## config.mk

```make
export PLATFORM = sky130hd
export DESIGN_NAME = bus_arbiter
export DESIGN_NICKNAME = d
export VERILOG_FILES = /design/src/rtl/bus_arbiter.sv
export SDC_FILE = /design/constraint.sdc
export NUM_CORES = 1
export LEC_CHECK = 0
export ABC_AREA = 1
export CAP_MARGIN = 20
export CORE_AREA = 3 3 135 137
export CTS_BUF_LIST = sky130_fd_sc_hd__clkbuf_8
export DETAILED_ROUTE_END_ITERATION = 12
export DIE_AREA = 0 0 138 140
export GPL_TIMING_DRIVEN = 0
export HOLD_SLACK_MARGIN = 0.05
export PLACE_DENSITY = 0.76
export SLEW_MARGIN = 40
export SYNTH_ARGS = -nofsm -noshare
export SYNTH_HDL_FRONTEND = slang
export SYNTH_SLANG_ARGS = --single-unit
```

## constraint.sdc

```tcl
create_clock -name clk -period 1.6 [get_ports clk]
set_input_delay 0.24 -clock clk [delete_from_list [all_inputs] [get_ports clk]]
set_output_delay 0.24 -clock clk [all_outputs]
set_load 0.05 [all_outputs]
```

## src/rtl/bus_arbiter.sv

```systemverilog
// Two-master bus arbiter/sequencer: grants one master at a time, issues single-cycle
// read/write strobes on the shared bus, waits RD_LAT for read data and acks the owner.
module bus_arbiter #(
    parameter int AW        = 32,
    parameter int DW        = 32,
    parameter int RD_LAT    = 1,
    parameter int PRIO_MODE = 0
) (
    input  logic            clk,
    input  logic            rst,

    input  logic            m0_req,
    input  logic [AW-1:0]   m0_addr,
    input  logic [DW-1:0]   m0_wdata,
    input  logic [DW/8-1:0] m0_wstrb,
    input  logic            m0_rstrb,
    output logic [DW-1:0]   m0_rdata,
    output logic            m0_ack,

    input  logic            m1_req,
    input  logic [AW-1:0]   m1_addr,
    input  logic [DW-1:0]   m1_wdata,
    input  logic [DW/8-1:0] m1_wstrb,
    input  logic            m1_rstrb,
    output logic [DW-1:0]   m1_rdata,
    output logic            m1_ack,

    output logic [AW-1:0]   bus_addr,
    output logic [DW-1:0]   bus_wdata,
    output logic [DW/8-1:0] bus_wstrb,
    output logic            bus_rstrb,
    input  logic [DW-1:0]   bus_rdata,

    output logic [1:0]      grant,
    output logic            busy
);

    localparam int SW = DW / 8;
    localparam logic [3:0] CNT_INIT = 4'(RD_LAT - 1);

    typedef enum logic [1:0] {
        IDLE,
        ISSUE,
        WAIT,
        DONE
    } state_t;

    state_t          state;
    logic [3:0]      cnt;
    logic            last_grant;   // 0: m0 was served last, 1: m1

    logic            pick_m1;
    logic [AW-1:0]   sel_addr;
    logic [DW-1:0]   sel_wdata;
    logic [SW-1:0]   sel_wstrb;
    logic            sel_rstrb;

    // NOTE: every output of this block gets a value before any branch, so no latch is inferred.
    always_comb begin
        pick_m1 = m1_req;
        if (m0_req && m1_req) begin
            pick_m1 = (PRIO_MODE == 0) && !last_grant;
        end
        sel_addr  = pick_m1 ? m1_addr  : m0_addr;
        sel_wdata = pick_m1 ? m1_wdata : m0_wdata;
        sel_wstrb = pick_m1 ? m1_wstrb : m0_wstrb;
        sel_rstrb = pick_m1 ? m1_rstrb : m0_rstrb;
    end

    // NOTE: sequential state uses non-blocking assignments so all registers see pre-edge values.
    always_ff @(posedge clk or negedge rst) begin
        if (!rst) begin
            state      <= IDLE;
            cnt        <= '0;
            last_grant <= 1'b1;
            grant      <= 2'b00;
            busy       <= 1'b0;
            bus_addr   <= '0;
            bus_wdata  <= '0;
            bus_wstrb  <= '0;
            bus_rstrb  <= 1'b0;
            m0_rdata   <= '0;
            m1_rdata   <= '0;
            m0_ack     <= 1'b0;
            m1_ack     <= 1'b0;
        end else begin
            bus_wstrb <= '0;
            bus_rstrb <= 1'b0;
            m0_ack    <= 1'b0;
            m1_ack    <= 1'b0;

            case (state)
                IDLE: begin
                    if (m0_req || m1_req) begin
                        grant     <= pick_m1 ? 2'b10 : 2'b01;
                        busy      <= 1'b1;
                        bus_addr  <= sel_addr;
                        bus_wdata <= sel_wdata;
                        // A write wins over a simultaneous read request.
                        if (sel_wstrb != '0) begin
                            bus_wstrb <= sel_wstrb;
                        end else if (sel_rstrb) begin
                            bus_rstrb <= 1'b1;
                        end
                        state <= ISSUE;
                    end
                end

                ISSUE: begin
                    if (bus_rstrb) begin
                        cnt   <= CNT_INIT;
                        state <= WAIT;
                    end else begin
                        m0_ack <= grant[0];
                        m1_ack <= grant[1];
                        state  <= DONE;
                    end
                end

                WAIT: begin
                    if (cnt == 4'd0) begin
                        if (grant[0]) begin
                            m0_rdata <= bus_rdata;
                        end else begin
                            m1_rdata <= bus_rdata;
                        end
                        m0_ack <= grant[0];
                        m1_ack <= grant[1];
                        state  <= DONE;
                    end else begin
                        cnt <= cnt - 4'd1;
                    end
                end

                DONE: begin
                    last_grant <= grant[1];
                    grant      <= 2'b00;
                    busy       <= 1'b0;
                    bus_addr   <= '0;
                    bus_wdata  <= '0;
                    state      <= IDLE;
                end

                default: state <= IDLE;
            endcase
        end
    end

endmodule

```

==> impl_metrics.toml, run 1 <==
[outcome]
status = "finished, violations left"
violations = "negative setup slack"

[placed_design]
numPortBuffers = 310
place_inst = 1265
routabilityCongestion = 0.914
dpl.hpwl_um = 18300
placed_cell_area_sq_mm = 0.00993

[timing]
tightest_slew_ns = 0.605
drv_slew = 0
min_period_ns = 1.60
skew_ns = 0.0106
setup_violations = 1
slew-limit-headroom_pct = 59.3
rsz0062_at_grt = "yes"
final.setup.worst_slack_ns = -0.000794
fin_crit_sh_pct = 100
max_freq_mhz = 625
hold_viol_final = 0

[global_routing]
grt_usage_pct = 25.1
grt_pass1_wl_um = 38700
grt_pass1_vias = 7081
grt_start_max_net_pins = 69
overflow = 0
antenna_found_initial = 2

[logic_synthesis]
synth_top_family_by_area = "simple AND/OR/NAND/NOR gates"
synth-simple-area-share_pct = 29.6
ys_seq_area_share_pct = 56.0
yosysWarnings = 0
synth_area_sq_mm = 0.00648
yosysMostFrequentCell = "nand2_1"
synth_area_per_cell_sq_um = 8.90
synth_cells = 728
synth_compound_area_share_pct = 5.66
netlist_top_cells_area = "dfrtp_1 56%, nand4_1 12%, nand2_1 10%"
synth_fp_nets = 907
ys.flop_type = "dfrtp_1"
synth-xor-area-share_pct = 0.135
synth.top_cell.area_share_pct = 55.6
synth.distinct_cells = 25
async_flop_share_pct = 100
synthMuxAreaShare_pct = 0
synth_seq_cells = 145
synth_commonest_cells = "172 x nand2_1, 144 x dfrtp_1, 124 x nand4_1"
synth_top_area_cell = "dfrtp_1"
yosys.area_share.adder_pct = 0.965
synth_edf_count = 0

[drt]
post-route-drc-count = 0
wirelength_um = 25400
drtIter0Drc = 423
postRouteAntennaNets = 0
dr.pass1.iters = 5
routedWlPerCell_um = 19.3
vias_per_cell = 5.31
vias = 6991

[pwr]
clkPwrFrac_pct = 12.1
pwr-share-seq_pct = 26.0
powerDensity_mw_per_mm2 = 2330
max-vdd-ir-drop_uv = 1460
pwr-share-comb_pct = 61.8
p_sw_share_pct = 53.9
finalPower_uw = 24800
intPower_uw = 11400
p_switching_uw = 13400
p_leak_uw = 0.00506

[floorplanning]
io_pins = 312
die_h_um = 140
initial_core_util_pct = 37.7
core_sq_mm = 0.0172
die_width_um = 138
rows = 48
die_area_sq_mm = 0.0193

[cells_and_area]
stdcell_count = 1316
multiInputGateArea_sq_mm = 0.00244
fillCellCount = 1505
post-route-util_pct = 62.0
stdcell_area_sq_mm = 0.0106
syn2layout_area_growth_pct = 64.2
final_nets = 1256
post_route_cells_drive_above_1_share_pct = 22.3
regArea_sq_mm = 0.00363

[clock_tree]
clkTransAtPathRegs_ns = 0.09
tritoncts = "yes"
clkSinkCount = 145
insertion_delay_ns = 0.45
clock-root-buffer = "clkbuf_8"
htreeDepth = 4
cts_buffers = 17
cts_max_path_buffers = 2

[worst_setup_path]
cp.arrival_ns = 1.99
start_kind = "flip-flop"
worst-path-max-fanout = 10
worstSetupPathType = "flip-flop to flip-flop"
cp_data_required_time_ns = 1.99
endpoint_kind = "flip-flop"

[job]
max_cap_viol_count = 0

[worst_hold_path]
hp-class = "primary input to asynchronous set/reset pin"
registers in the layout, summed over array words and instances (netlist names):
register	count
bus_rstrb	1
m1_ack	1
cnt	4
bus_wdata	32
last_grant	1
bus_addr	32
m0_ack	1
state	2
busy	1
grant	2
m0_rdata	32
m1_rdata	32
bus_wstrb	4
layer usage:
layer | part of all wire [%] | routed length [um] | GRT usage, %
met3 | 10 | 2600 | 8.30
met1 | 37 | 9500 | 30.2
met5 | 0.067 | 17 | 0
met4 | 3.9 | 980 | 10.4
met2 | 48 | 12300 | 41.6
per-stage QoR:
stage | hold slack (ns) | worst slack, ns | setup TNS (ns)
finish | 0.195 | -0.000794 | -0.000794
detailed placement | 0.0866 | -0.447 | -32.83
global route | 0.197 | -0.0748 | -2.11
CTS | 0.156 | -0.00120 | -0.00120
global placement | 0.455 | -5.76 | -860.18
floorplan | -0.0556 | 0.0787 | 0
worst max-delay path, stage by stage (launching register included):
cell and delay [ns]:
dfrtp_2 0.45, inv_2 0.09, ha_4 0.17, inv_4 0.04
nor2_4 0.13, buf_12 0.15, buf_12 0.15, buf_8 0.13
nand4_1 0.10, nand3_1 0.12
placed cells by master (no fill, tap or decap), types with 3 or more instances in the layout:
cell type,synthesis,layout
nand3b_1,3,3
nand3_4,0,3
clkbuf_2,0,54
clkdlybuf4s15_1,0,23
nand2_2,2,3
clkdlybuf4s15_2,0,54
clkbuf_16,0,3
nand4_1,124,124
inv_2,3,5
clkinv_2,0,3
inv_6,0,4
dlygate4sd2_1,0,8
clkbuf_4,0,11
buf_2,14,14
nand3_1,74,74
buf_6,1,17
o21ai_0,68,58
clkdlybuf4s50_1,0,171
clkbuf_8,0,18
buf_4,11,20
dfrtp_1,144,143
clkinv_4,0,4
nand2_1,172,170
buf_8,0,7
nor2_1,9,9
inv_1,50,46
o21ai_1,1,11
what timing repair did:
item,4_1_cts,5_1_grt
hold buffers,1,0
hold endpoints to repair,144,0
gates cloned,0,7
pin swaps,1,5
setup endpoints to repair,271,186
buffers inserted,4,6
gates resized for setup,389,137
power by group through the flow:
| stage | sequential, uW | clock [uW] | combinational, uW |
|---|---|---|---|
| 6_report | 6460 | 3010 | 15300 |
| 5_1_grt | 6660 | 3210 | 16300 |
| 4_1_cts | 6430 | 3060 | 14900 |
| 3_5_place_dp | 6470 | 0 | 15100 |
| 3_3_place_gp | 6440 | 0 | 15000 |
| 2_1_floorplan | 12200 | 0 | 3740 |
cells by family after synthesis:
family	Yosys count
AO/OA/AOI/OAI	72
XOR/XNOR	1
adder cells (fa/ha/maj)	5
buffers and inverters	114
flip-flops	145
AND/OR/NAND/NOR	391
layout make-up:
class                      count  area share (%)
clock buffer                  18            2.33
clock inverter                14            1.43
sequential                   145            34.1
multi-input combinational    471            22.9
tap                          225            2.65
buffer                        61            4.98
antenna                        1          0.0235
inverter                      53            1.92
timing repair buffer         328            29.6
path summary, 6_finish.rpt:
check                                          start                         to  slack (ns)  cells past startpoint
worst max register to register  state[1]$_DFFE_PN0P_  bus_wdata[27]$_DFFE_PN0P_     -0.0008                      9
max in group asynchronous                        rst   bus_wdata[6]$_DFFE_PN0P_        0.78                      3
worst max-delay path            state[1]$_DFFE_PN0P_  bus_wdata[27]$_DFFE_PN0P_     -0.0008                      9
worst min-delay path                             rst   m0_rdata[25]$_DFFE_PN0P_        0.20                      2
worst min register to register      busy$_DFFE_PN0P_           busy$_DFFE_PN0P_        0.49                      2
min in group clk                              m1_req     bus_wstrb[2]$_DFF_PN0_        0.20                      4
No activity file was read; power rests on OpenSTA's default activity.
==> run 2: changes to the inputs <==
--- a/config.mk
+++ b/config.mk
@@ -7,14 +7,14 @@
 export LEC_CHECK = 0
 export ABC_AREA = 1
 export CAP_MARGIN = 20
-export CORE_AREA = 3 3 135 137
+export CORE_AREA = 2 2 134 136
 export CTS_BUF_LIST = sky130_fd_sc_hd__clkbuf_8
 export DETAILED_ROUTE_END_ITERATION = 12
-export DIE_AREA = 0 0 138 140
+export DIE_AREA = 0 0 136 138
 export GPL_TIMING_DRIVEN = 0
 export HOLD_SLACK_MARGIN = 0.05
 export PLACE_DENSITY = 0.76
-export SLEW_MARGIN = 40
+export SLEW_MARGIN = 20
 export SYNTH_ARGS = -nofsm -noshare
 export SYNTH_HDL_FRONTEND = slang
 export SYNTH_SLANG_ARGS = --single-unit
==> impl_metrics.toml, run 2 (synthesized netlist as in run 1, its figures left out) <==
[outcome]
status = "finished, violations left"
violations = "negative setup slack"

[worst_setup_path]
endpoint_kind = "flip-flop"
worst-path-max-fanout = 7
cp_data_required_time_ns = 1.99
start_kind = "flip-flop"
cp.arrival_ns = 1.99
worstSetupPathType = "flip-flop to flip-flop"

[drt]
wirelength_um = 25200
vias = 6984
dr.pass1.iters = 5
drtIter0Drc = 445
routedWlPerCell_um = 19.0
post-route-drc-count = 0
postRouteAntennaNets = 0
vias_per_cell = 5.27

[timing]
fin_crit_sh_pct = 101
setup_violations = 1
max_freq_mhz = 622
slew-limit-headroom_pct = 64.3
min_period_ns = 1.61
rsz0062_at_grt = "yes"
final.setup.worst_slack_ns = -0.00832
skew_ns = 0.0109
tightest_slew_ns = 0.536
hold_ws_ns = 0.228
drv_slew = 0
hold_viol_final = 0

[clock_tree]
cts_max_path_buffers = 2
clkSinkCount = 145
clock-root-buffer = "clkbuf_8"
tritoncts = "yes"
insertion_delay_ns = 0.45
cts_buffers = 17
clkTransAtPathRegs_ns = 0.08
htreeDepth = 4

[cells_and_area]
fillCellCount = 1538
diodes = 0
post_route_cells_drive_above_1_share_pct = 21.6
layout_commonest_cell = "clkdlybuf4s50_1"
layout_common_cells = "171 x clkdlybuf4s50_1, 170 x nand2_1, 143 x dfrtp_1"
syn2layout_area_growth_pct = 67.3
final_nets = 1264

[global_routing]
overflow = 0
grt_pass1_wl_um = 37300
grt_start_max_net_pins = 81
grt_usage_pct = 25.7
grt_pass1_vias = 6904
antenna_found_initial = 1

[placed_design]
numPortBuffers = 310
routabilityCongestion = 0.895
dp_slack_ns = -0.499
dpl.hpwl_um = 17700

[pwr]
p_leak_uw = 0.00517
powerDensity_mw_per_mm2 = 2350
max-vdd-ir-drop_uv = 1410

[worst_hold_path]
hp-class = "primary input to flip-flop"

[floorplanning]
io_pins = 312
die_area_sq_mm = 0.0188
initial_core_util_pct = 37.0
core_sq_mm = 0.0175
rows = 49
die_width_um = 136
die_h_um = 138

[job]
max_cap_viol_count = 0
==> run 2: layout make-up <==
| type | count | area [sq um] | area share (%) |
|---|---|---|---|
| flip-flops and latches | 145 | 3630 | 33.5 |
| repair buffers | 337 | 3200 | 29.5 |
| multi-input cells | 471 | 2480 | 22.9 |
| plain buffers | 60 | 591 | 5.45 |
| clock buffers | 21 | 289 | 2.67 |
| well taps | 229 | 287 | 2.64 |
| inverters | 53 | 206 | 1.90 |
| clock inverters | 10 | 158 | 1.45 |
==> run 2: path summary, 6_finish.rpt <==
kind                                       from  depth (start not counted)                       end  slack [ns]
hold reg to reg                busy$_DFFE_PN0P_                          2          busy$_DFFE_PN0P_        0.48
hold / removal                           m1_req                          4    bus_wstrb[2]$_DFF_PN0_        0.23
min in group asynchronous                   rst                          2  m0_rdata[26]$_DFFE_PN0P_        0.31
max in group asynchronous                   rst                          3  bus_wdata[9]$_DFFE_PN0P_        0.48
setup / recovery           state[1]$_DFFE_PN0P_                          9   bus_addr[6]$_DFFE_PN0P_      -0.008
setup reg to reg           state[1]$_DFFE_PN0P_                          9   bus_addr[6]$_DFFE_PN0P_      -0.008
==> run 2: what timing repair did <==
item | in CTS | in global routing
gates resized for setup | 355 | 188
cloned | 0 | 9
buffers inserted | 9 | 9
hold buffers | 1 | 0
endpoints found under the hold margin | 64 | 0
pin swaps | 3 | 12
setup endpoints to repair | 271 | 217
==> run 2: critical path, cell delays in order (launching register included) <==
cell and delay (ns):
dfrtp_2 0.46, inv_2 0.10, ha_4 0.17, inv_4 0.04
nor2_4 0.12, buf_12 0.14, buf_8 0.12, buf_8 0.11
nand4_1 0.15, nand3_1 0.13
==> run 2: metal layers <==
| layer | part of all wire (%) | track usage [%] | vias up | wire length (um) |
|---|---|---|---|---|
| li1 | - | - | 3233 | - |
| met1 | 37 | 30.1 | 3321 | 9360 |
| met2 | 50 | 43.2 | 378 | 12500 |
| met3 | 10 | 8.76 | 50 | 2620 |
| met4 | 2.6 | 9.76 | 2 | 667 |
| met5 | 0.063 | 0 | - | 16 |
==> run 2: power breakdown <==
part	total [uW]	switching (uW)	internal, uW
clock	3280	1430	1850
sequential	6500	1060	5430
combinational	15700	10800	4860
==> run 2: metrics by stage <==
| stage | power (uW) | instances | TNS, ns | utilization, % | instance area (sq um) |
|---|---|---|---|---|---|
| floorplan | 16000 | 728 | 0 | - | 6480 |
| global placement | 21300 | 1267 | -854.85 | 56.3 | 9870 |
| detailed placement | 21500 | 1268 | -32.81 | 56.5 | 9900 |
| CTS | 24600 | 1309 | -0.0920 | 60.6 | 10600 |
| global route | 26800 | 1326 | -0.686 | 61.8 | 10800 |
| finish | 25500 | 1326 | -0.00832 | 61.8 | 10800 |
